==> config.mk <==
export PLATFORM = sky130hd
export DESIGN_NAME = pipe_stage_reg
export DESIGN_NICKNAME = d
export VERILOG_FILES = /design/src/rtl/pipe_stage_reg.sv
export SDC_FILE = /design/constraint.sdc
export NUM_CORES = 1
export LEC_CHECK = 0
export BUFFER_PORTS_ARGS = -buffer_cell sky130_fd_sc_hd__clkbuf_2
export CAP_MARGIN = 10
export CORE_ASPECT_RATIO = 0.7
export CORE_MARGIN = 4
export CORE_UTILIZATION = 53
export CTS_BUF_LIST = sky130_fd_sc_hd__clkbuf_4 sky130_fd_sc_hd__clkbuf_8
export CTS_CLUSTER_DIAMETER = 100
export CTS_CLUSTER_SIZE = 20
export DETAILED_ROUTE_END_ITERATION = 10
export GPL_TIMING_DRIVEN = 1
export PLACE_DENSITY = 0.86
export SYNTH_ARGS = -nofsm -noshare
export SYNTH_HDL_FRONTEND = slang
export SYNTH_SLANG_ARGS = --single-unit
==> constraint.sdc <==
create_clock -name clk -period 2.32 [get_ports clk]
set_input_delay 0.464 -clock clk [delete_from_list [all_inputs] [get_ports clk]]
set_output_delay 0.464 -clock clk [all_outputs]
set_load 0.005 [all_outputs]
==> src/rtl/pipe_stage_reg.sv <==
// pipe_stage_reg: generic valid/ready pipeline-stage register.
//
// Holds a WIDTH-bit payload between two pipeline stages with backpressure,
// synchronous flush (bubble insert) and a saturating backpressure counter.
//
// Build option: define PIPE_SKID_BUFFER_EN to get a two-entry (main + skid)
// stage whose in_ready is decoded from registered state only. Otherwise the
// stage is single-entry and in_ready depends combinationally on out_ready.
//
// Parameters:
//   WIDTH           payload width in bits
//   CLEAR_ON_BUBBLE 1: out_data reads 0 while out_valid=0; 0: holds last value
//   STALL_CNT_W     width of the saturating stall counter
//
// Ports:
//   clk        rising-edge clock
//   reset      asynchronous, active-low
//   flush      synchronous kill of all held entries
//   in_valid   upstream payload valid
//   in_ready   stage can accept this cycle
//   in_data    upstream payload
//   out_valid  payload valid to downstream
//   out_ready  downstream accepts this cycle
//   out_data   payload to downstream
//   stall_cnt  cycles with out_valid=1 and out_ready=0 (saturating)
module pipe_stage_reg #(
    parameter int unsigned WIDTH           = 64,
    parameter int unsigned CLEAR_ON_BUBBLE = 1,
    parameter int unsigned STALL_CNT_W     = 16
) (
    input  logic                   clk,
    input  logic                   reset,
    input  logic                   flush,
    input  logic                   in_valid,
    output logic                   in_ready,
    input  logic [WIDTH-1:0]       in_data,
    output logic                   out_valid,
    input  logic                   out_ready,
    output logic [WIDTH-1:0]       out_data,
    output logic [STALL_CNT_W-1:0] stall_cnt
);

`ifdef PIPE_SKID_BUFFER_EN
    typedef enum logic [1:0] {EMPTY, ONE, TWO} state_t;
`else
    typedef enum logic {EMPTY, FULL} state_t;
`endif

    state_t           state_q, state_d;
    logic [WIDTH-1:0] main_q, main_d;
    logic             accept, emit;

`ifdef PIPE_SKID_BUFFER_EN
    logic [WIDTH-1:0] skid_q, skid_d;

    // in_ready is decoded from the state register only, so there is no
    // combinational path from out_ready back upstream.
    assign out_valid = (state_q != EMPTY);
    assign in_ready  = (state_q != TWO);
`else
    assign out_valid = (state_q == FULL);
    assign in_ready  = ~out_valid | out_ready;
`endif

    assign accept = in_valid & in_ready;
    assign emit   = out_valid & out_ready;

    always_comb begin
        state_d = state_q;
        main_d  = main_q;
`ifdef PIPE_SKID_BUFFER_EN
        skid_d  = skid_q;
        if (flush) begin
            state_d = EMPTY;
        end else begin
            case (state_q)
                EMPTY: begin
                    if (accept) begin
                        state_d = ONE;
                        main_d  = in_data;
                    end
                end
                ONE: begin
                    if (accept && emit) begin
                        main_d = in_data;
                    end else if (accept) begin
                        // Downstream stalled: park the newcomer behind main.
                        state_d = TWO;
                        skid_d  = in_data;
                    end else if (emit) begin
                        state_d = EMPTY;
                    end
                end
                TWO: begin
                    if (emit) begin
                        state_d = ONE;
                        main_d  = skid_q;
                    end
                end
                default: state_d = EMPTY;
            endcase
        end
`else
        if (flush) begin
            state_d = EMPTY;
        end else if (accept) begin
            state_d = FULL;
            main_d  = in_data;
        end else if (emit) begin
            state_d = EMPTY;
        end
`endif
    end

    always_ff @(posedge clk or negedge reset) begin
        if (!reset) begin
            state_q <= EMPTY;
            main_q  <= '0;
`ifdef PIPE_SKID_BUFFER_EN
            skid_q  <= '0;
`endif
        end else begin
            state_q <= state_d;
            main_q  <= main_d;
`ifdef PIPE_SKID_BUFFER_EN
            skid_q  <= skid_d;
`endif
        end
    end

    // Flush does not clear the counter; only reset does.
    always_ff @(posedge clk or negedge reset) begin
        if (!reset) begin
            stall_cnt <= '0;
        end else if (out_valid && !out_ready && (stall_cnt != '1)) begin
            stall_cnt <= stall_cnt + STALL_CNT_W'(1);
        end
    end

    // Main register is only written on accept/skid-promote, so an X on
    // in_data during a bubble can never reach out_data.
    always_comb begin
        if ((CLEAR_ON_BUBBLE != 0) && !out_valid) begin
            out_data = '0;
        end else begin
            out_data = main_q;
        end
    end

endmodule

==> flow_metrics.tcl, run 1 <==
set metrics [dict create \
    status "complete, no violations" \
    yosysMostFrequentCell "dfrtp_1" \
    seq_area_frac_synth 0.558 \
    crit_start "out_valid" \
    clkSinkCount 81 \
    fin_crit_sh 0.841 \
    root_buffer "clkbuf_8" \
    routabilityCongestion 0.791 \
    end_kind "output port" \
    criticalPathCategory "flip-flop to output port" \
    cap_viol_max_count 0 \
    cts-resized-gates 0 \
    antenna_left 0 \
    synth.top_cells.by_area "dfrtp_1 56%, mux2_2 20%, and2_1 11%" \
    rsz0062_at_grt "false" \
    required_ns 1.86 \
    cts_setup_buffers 0 \
    yosysTopAreaCell "dfrtp_1" \
    hold_viol 0 \
    die_w_um 107 \
    pre_cts_slack_ns 0.384 \
    async_flop_share 1.00 \
    p_leak_nw 2.43 \
    grt_overflow 0 \
    yosysUniqueCellTypes 25 \
    cp_cell_sequence "buf_4 -> and2_1 -> clkbuf_2" \
    final_max_slew_viol_count 0 \
    ir_worst_vdd_v 0.000646 \
    crit_family "buffers and inverters" \
    die-area_mm2 0.00826 \
    drc_errors 0 \
    path_buf_inv 2 \
    grtUsageTotal 0.210 \
    synthToLayoutAreaGrowth_pct 30.2 \
    num_antenna_cells 0 \
    final_util 0.736 \
    htree_levels 3 \
    synth_seq_cells 81 \
    min_path_type "primary input to async pin" \
    die_y_um 77.3 \
    clkLatencyLatePin_ns 0.34 \
    fp-row-count 24 \
    crit_arrival_ns 1.49 \
    vias 2644 \
    hold_buffers 0 \
    grt_max_degree 66 \
    finalSetupViolCount 0 \
    fp.coreArea_mm2 0.00643 \
    numCtsBuffers 9 \
    max_freq_ghz 0.512 \
    wl_per_cell_um 15.7 \
    io-pin-count 151 \
    hold_slack_ns 0.0904 \
    slew_headroom 0.631 \
    first_iter_violations 105 \
    synth_top_area_frac 0.558 \
    cts_buffer_depth 2 \
    initial_core_util 0.565 \
    wl_mm 8.23 \
    r2r_start "stall_cnt[12]" \
    cp_slowest_cell "buf_4" \
    power.density_mw_per_mm2 771 \
    dp_hpwl_mm 6.07 \
    avgSynthCellArea_um2 13.0 \
    yosysWarnings 0 \
    finalNetCount 501 \
    clkTransAtPathRegs_ns 0.08 \
    drive_above_1_share 0.553 \
    numPortBuffers 150 \
    fin_ws_ns 0.368 \
    cts_tree "built" \
    antenna_found_initial 0 \
    path_max_fanout 65 \
    setup_tns_ns 0 \
    synth_top_cells_by_count "81 x dfrtp_1, 64 x and2_1, 64 x mux2_2" \
    total_power_mw 3.64 \
    via_per_inst 5.04 \
    skew_ns 0.00698 \
    synth-edff-count 0 \
    first_pass_iters 4 \
    syn_inst 280 \
    fin_crit_ns 1.95 \
    synthFlopType "dfrtp_1" \
    crit_path_max_incr_delay_ns 0.42 \
    grt_pass1_vias 2897 \
    synthesis.area_mm2 0.00363 \
    synth_nets 350 \
    tightest_slew_ns 0.549 \
    grt_pass1_wl_mm 13.9 \
    crit_path_start_kind "flip-flop" \
]
registers in the layout, summed over array words and instances, names as in the netlist:
signal,flops
out_valid,1
main_q,64
stall_cnt,16
cells by family (layout without fill, tap and decap cells):
| family | count (synthesis) | in the layout | share of synthesized area |
|---|---|---|---|
| simple gates | 103 | 103 | 0.182 |
| flops | 81 | 81 | 0.558 |
| mux | 65 | 65 | 0.203 |
| xor+xnor | 15 | 15 | 0.0362 |
| buf+inv | 15 | 169 | 0.0179 |
| fa+ha+maj | 1 | 1 | 0.00345 |
layout make-up:
cell class | count | area (µm²)
Clock buffer | 9 | 124
Clock inverter | 5 | 106
Fill cell | 489 | 1700
Inverter | 1 | 3.75
Multi-Input combinational cell | 184 | 1540
Sequential cell | 81 | 2030
Tap cell | 91 | 114
Timing Repair Buffer | 154 | 808
metrics by stage:
stage | std cells | instance area, µm²
after detailed placement | 511 | 4500
after floorplan | 280 | 3630
after CTS | 525 | 4730
after global routing | 525 | 4730
final | 525 | 4730
after global placement | 511 | 4500
placed cells by master, fill, tap and decap left out, types with 2 or more instances in the layout:
master	n
buf_12	2
nor2_1	5
buf_4	3
nor4_1	2
bufinv_16	3
nand3_1	4
nor3b_1	2
xor2_1	15
clkbuf_2	149
nand4_1	3
mux2_2	64
and2_1	64
dfrtp_1	81
and4_1	2
nor3_1	7
nand2_1	4
clkbuf_8	9
nor4b_1	2
power by group:
| group | switching [mW] | internal, mW | leakage (nW) |
|---|---|---|---|
| Sequential | 0.159 | 1.64 | 0.981 |
| Clock | 0.497 | 0.705 | 0.111 |
| Combinational | 0.257 | 0.380 | 1.34 |
| Total | 0.914 | 2.73 | 2.43 |
layer usage:
| layer | track usage | vias up | wire length, µm |
|---|---|---|---|
| li1 | - | 1257 | - |
| met1 | 0.267 | 1280 | 3500 |
| met2 | 0.350 | 98 | 3950 |
| met3 | 0.0688 | 9 | 710 |
| met4 | 0.0460 | 0 | 62 |
| met5 | 0 | - | 0 |
path summary, 6_finish.rpt:
check | endpoint | slack, ns | cells after the start
worst max register to register | stall_cnt[1] | 0.52 | 4
worst min-delay path | main_q[42] | 0.09 | 1
min in group clk | out_valid | 0.30 | 2
max in group asynchronous | main_q[22] | 1.62 | 2
worst min register to register | stall_cnt[15] | 0.49 | 1
worst max-delay path | out_data[9] | 0.37 | 3
Note: power is estimated with default switching activity, not from simulation.
==> inputs of run 2 (changes only) <==
Settings changed: CORE_UTILIZATION 53 to 50, PLACE_DENSITY 0.86 to 0.82.
Clock period 2.32 ns to 1.8 ns, I/O delays scaled along.
==> run 2 against run 1 <==
Sequential cell count stayed put; wire length is 4.9% lower; highest routed layer unchanged; global-route usage is 1.9 points lower; cell count is 2.5% higher; utilization is 4.4 points lower; clock power is 5% higher; combinational power is 42% higher.
==> flow_metrics.tcl, run 2 (synthesis gave the netlist of run 1 again) <==
set metrics [dict create \
    numPortBuffers 150 \
    io-pin-count 151 \
    antenna_left 0 \
    numCtsBuffers 9 \
    crit_arrival_ns 1.97 \
    die-area_mm2 0.00871 \
    via_per_inst 4.93 \
    tightest_slew_ns 0.395 \
    final_util 0.692 \
    fin_area_mm2 0.00478 \
    dp_hpwl_mm 5.84 \
    hold_start "flush" \
    required_ns 2.02 \
    wl_per_cell_um 14.5 \
    antenna_found_initial 0 \
    htree_levels 3 \
    place_area_mm2 0.00457 \
    rsz0062_at_grt "false" \
    power.density_mw_per_mm2 929 \
    r2r_cells 4 \
    grt_overflow 0 \
    initial_core_util 0.525 \
    clkSinkCount 81 \
    grtUsageTotal 0.191 \
    fp.coreArea_mm2 0.00691 \
    fp-row-count 25 \
    layout_commonest_cell "clkbuf_2" \
    cts_tree "built" \
    hold_viol 0 \
    cp-endpoint "main_q[23]" \
    regMostFlops "main_q" \
    rrSetupSlack_ns 0.05 \
    grt_pass1_wl_mm 13.0 \
    crit_path_start_kind "flip-flop" \
    die_w_um 110 \
    die_y_um 79.3 \
    min_path_type "primary input to flip-flop" \
    fin_crit_ns 1.75 \
    drc_errors 0 \
    ir_worst_vdd_v 0.000766 \
    grt_max_degree 66 \
    layout.area.seq_mm2 0.00203 \
    cap_viol_max_count 0 \
    max_freq_ghz 0.570 \
    vias 2652 \
    status "complete, no violations" \
    first_iter_violations 93 \
    synthToLayoutAreaGrowth_pct 31.7 \
    skew_ns 0.00636 \
    criticalPathCategory "flip-flop to flip-flop" \
    finalNetCount 510 \
    fin_crit_sh 0.975 \
    setup_tns_ns 0 \
    mostFrequentLayoutCells "149 x clkbuf_2, 81 x dfrtp_1, 64 x and2_1, 64 x mux2_2, 15 x xor2_1" \
    routabilityCongestion 0.823 \
    largest_register_ff_count 64 \
    drive_above_1_share 0.563 \
    clkTransAtPathRegs_ns 0.08 \
    clkLatencyLatePin_ns 0.33 \
    hold_slack_ns 0.197 \
    root_buffer "clkbuf_8" \
    end_kind "flip-flop" \
    crit_start "out_valid" \
    slew_headroom 0.735 \
    r2r_start "out_valid" \
    first_pass_iters 5 \
    path_max_fanout 32 \
    p_leak_nw 2.47 \
    nFillCells 522 \
    cts_buffer_depth 2 \
    multi_input_area_mm2 0.00155 \
    grt_pass1_vias 2788 \
    final_max_slew_viol_count 0 \
    finalSetupViolCount 0 \
    wl_mm 7.83 \
    timing.rr.end "main_q[23]" \
    num_antenna_cells 0 \
]
[run 2: changes by cell type in the layout (fill, tap and decap cells not counted)]
cell and delta:
clkinvlp_4 -1, buf_12 +1, buf_8 +1, clkbuf_4 +2, dlygate4sd3_1 +1, nor4b_2 +1
clkinv_4 -1, nor4b_1 -1, clkinv_2 +3, buf_4 +6, bufinv_16 -2
[run 2: metal layers]
layer / GRT usage / vias up / routed length (µm)
met5: 0 / - / 0
met4: 0.0486 / 0 / 42
met3: 0.0796 / 6 / 827
met2: 0.306 / 104 / 3670
met1: 0.239 / 1270 / 3290
li1: - / 1272 / -
[run 2: final cells by class]
type,instances,share of cell area
Tap cell,94,0.0246
Timing Repair Buffer,163,0.188
Sequential cell,81,0.424
Multi-Input combinational cell,184,0.324
Clock inverter,4,0.00942
Inverter,1,0.000785
Clock buffer,11,0.0290
[run 2: how the worst min path moves through the flow]
| stage | to | slack [ns] | cells past startpoint |
|---|---|---|---|
| after floorplan | main_q[0] | 0.06 | 0 |
| after global placement | stall_cnt[1] | 0.29 | 1 |
| after detailed placement | stall_cnt[0] | 0.29 | 1 |
| after CTS | out_valid | 0.18 | 2 |
| after global routing | out_valid | 0.19 | 2 |
| final | out_valid | 0.20 | 2 |
[run 2: what timing repair did]
item,4_1_cts,5_1_grt
hold buffers,1,0
buffers inserted,0,0
pin swaps,0,0
setup endpoints to repair,64,47
hold endpoints to repair,24,0
resized for setup,1,3
[run 2: power by group]
part | switching [mW] | total [mW] | internal [mW]
sequential | 0.161 | 2.28 | 2.12
combinational | 0.364 | 0.903 | 0.538
clock | 0.597 | 1.26 | 0.658
[run 2: metrics by stage]
| step | instances | power [mW] | setup WS, ns |
|---|---|---|---|
| final | 538 | 4.44 | 0.0453 |
| after global routing | 538 | 4.74 | 0.00553 |
| after CTS | 538 | 4.51 | 0.0626 |
| after detailed placement | 522 | 3.23 | 0.00507 |
| after global placement | 522 | 3.19 | 0.0493 |
| after floorplan | 280 | 2.77 | 0.185 |
[run 2: critical path, cell delays in order (launching register included)]
cell and delay [ns]:
dfrtp_1 0.40, and2b_1 0.22, nor3b_2 0.37, buf_12 0.26, mux2_2 0.36
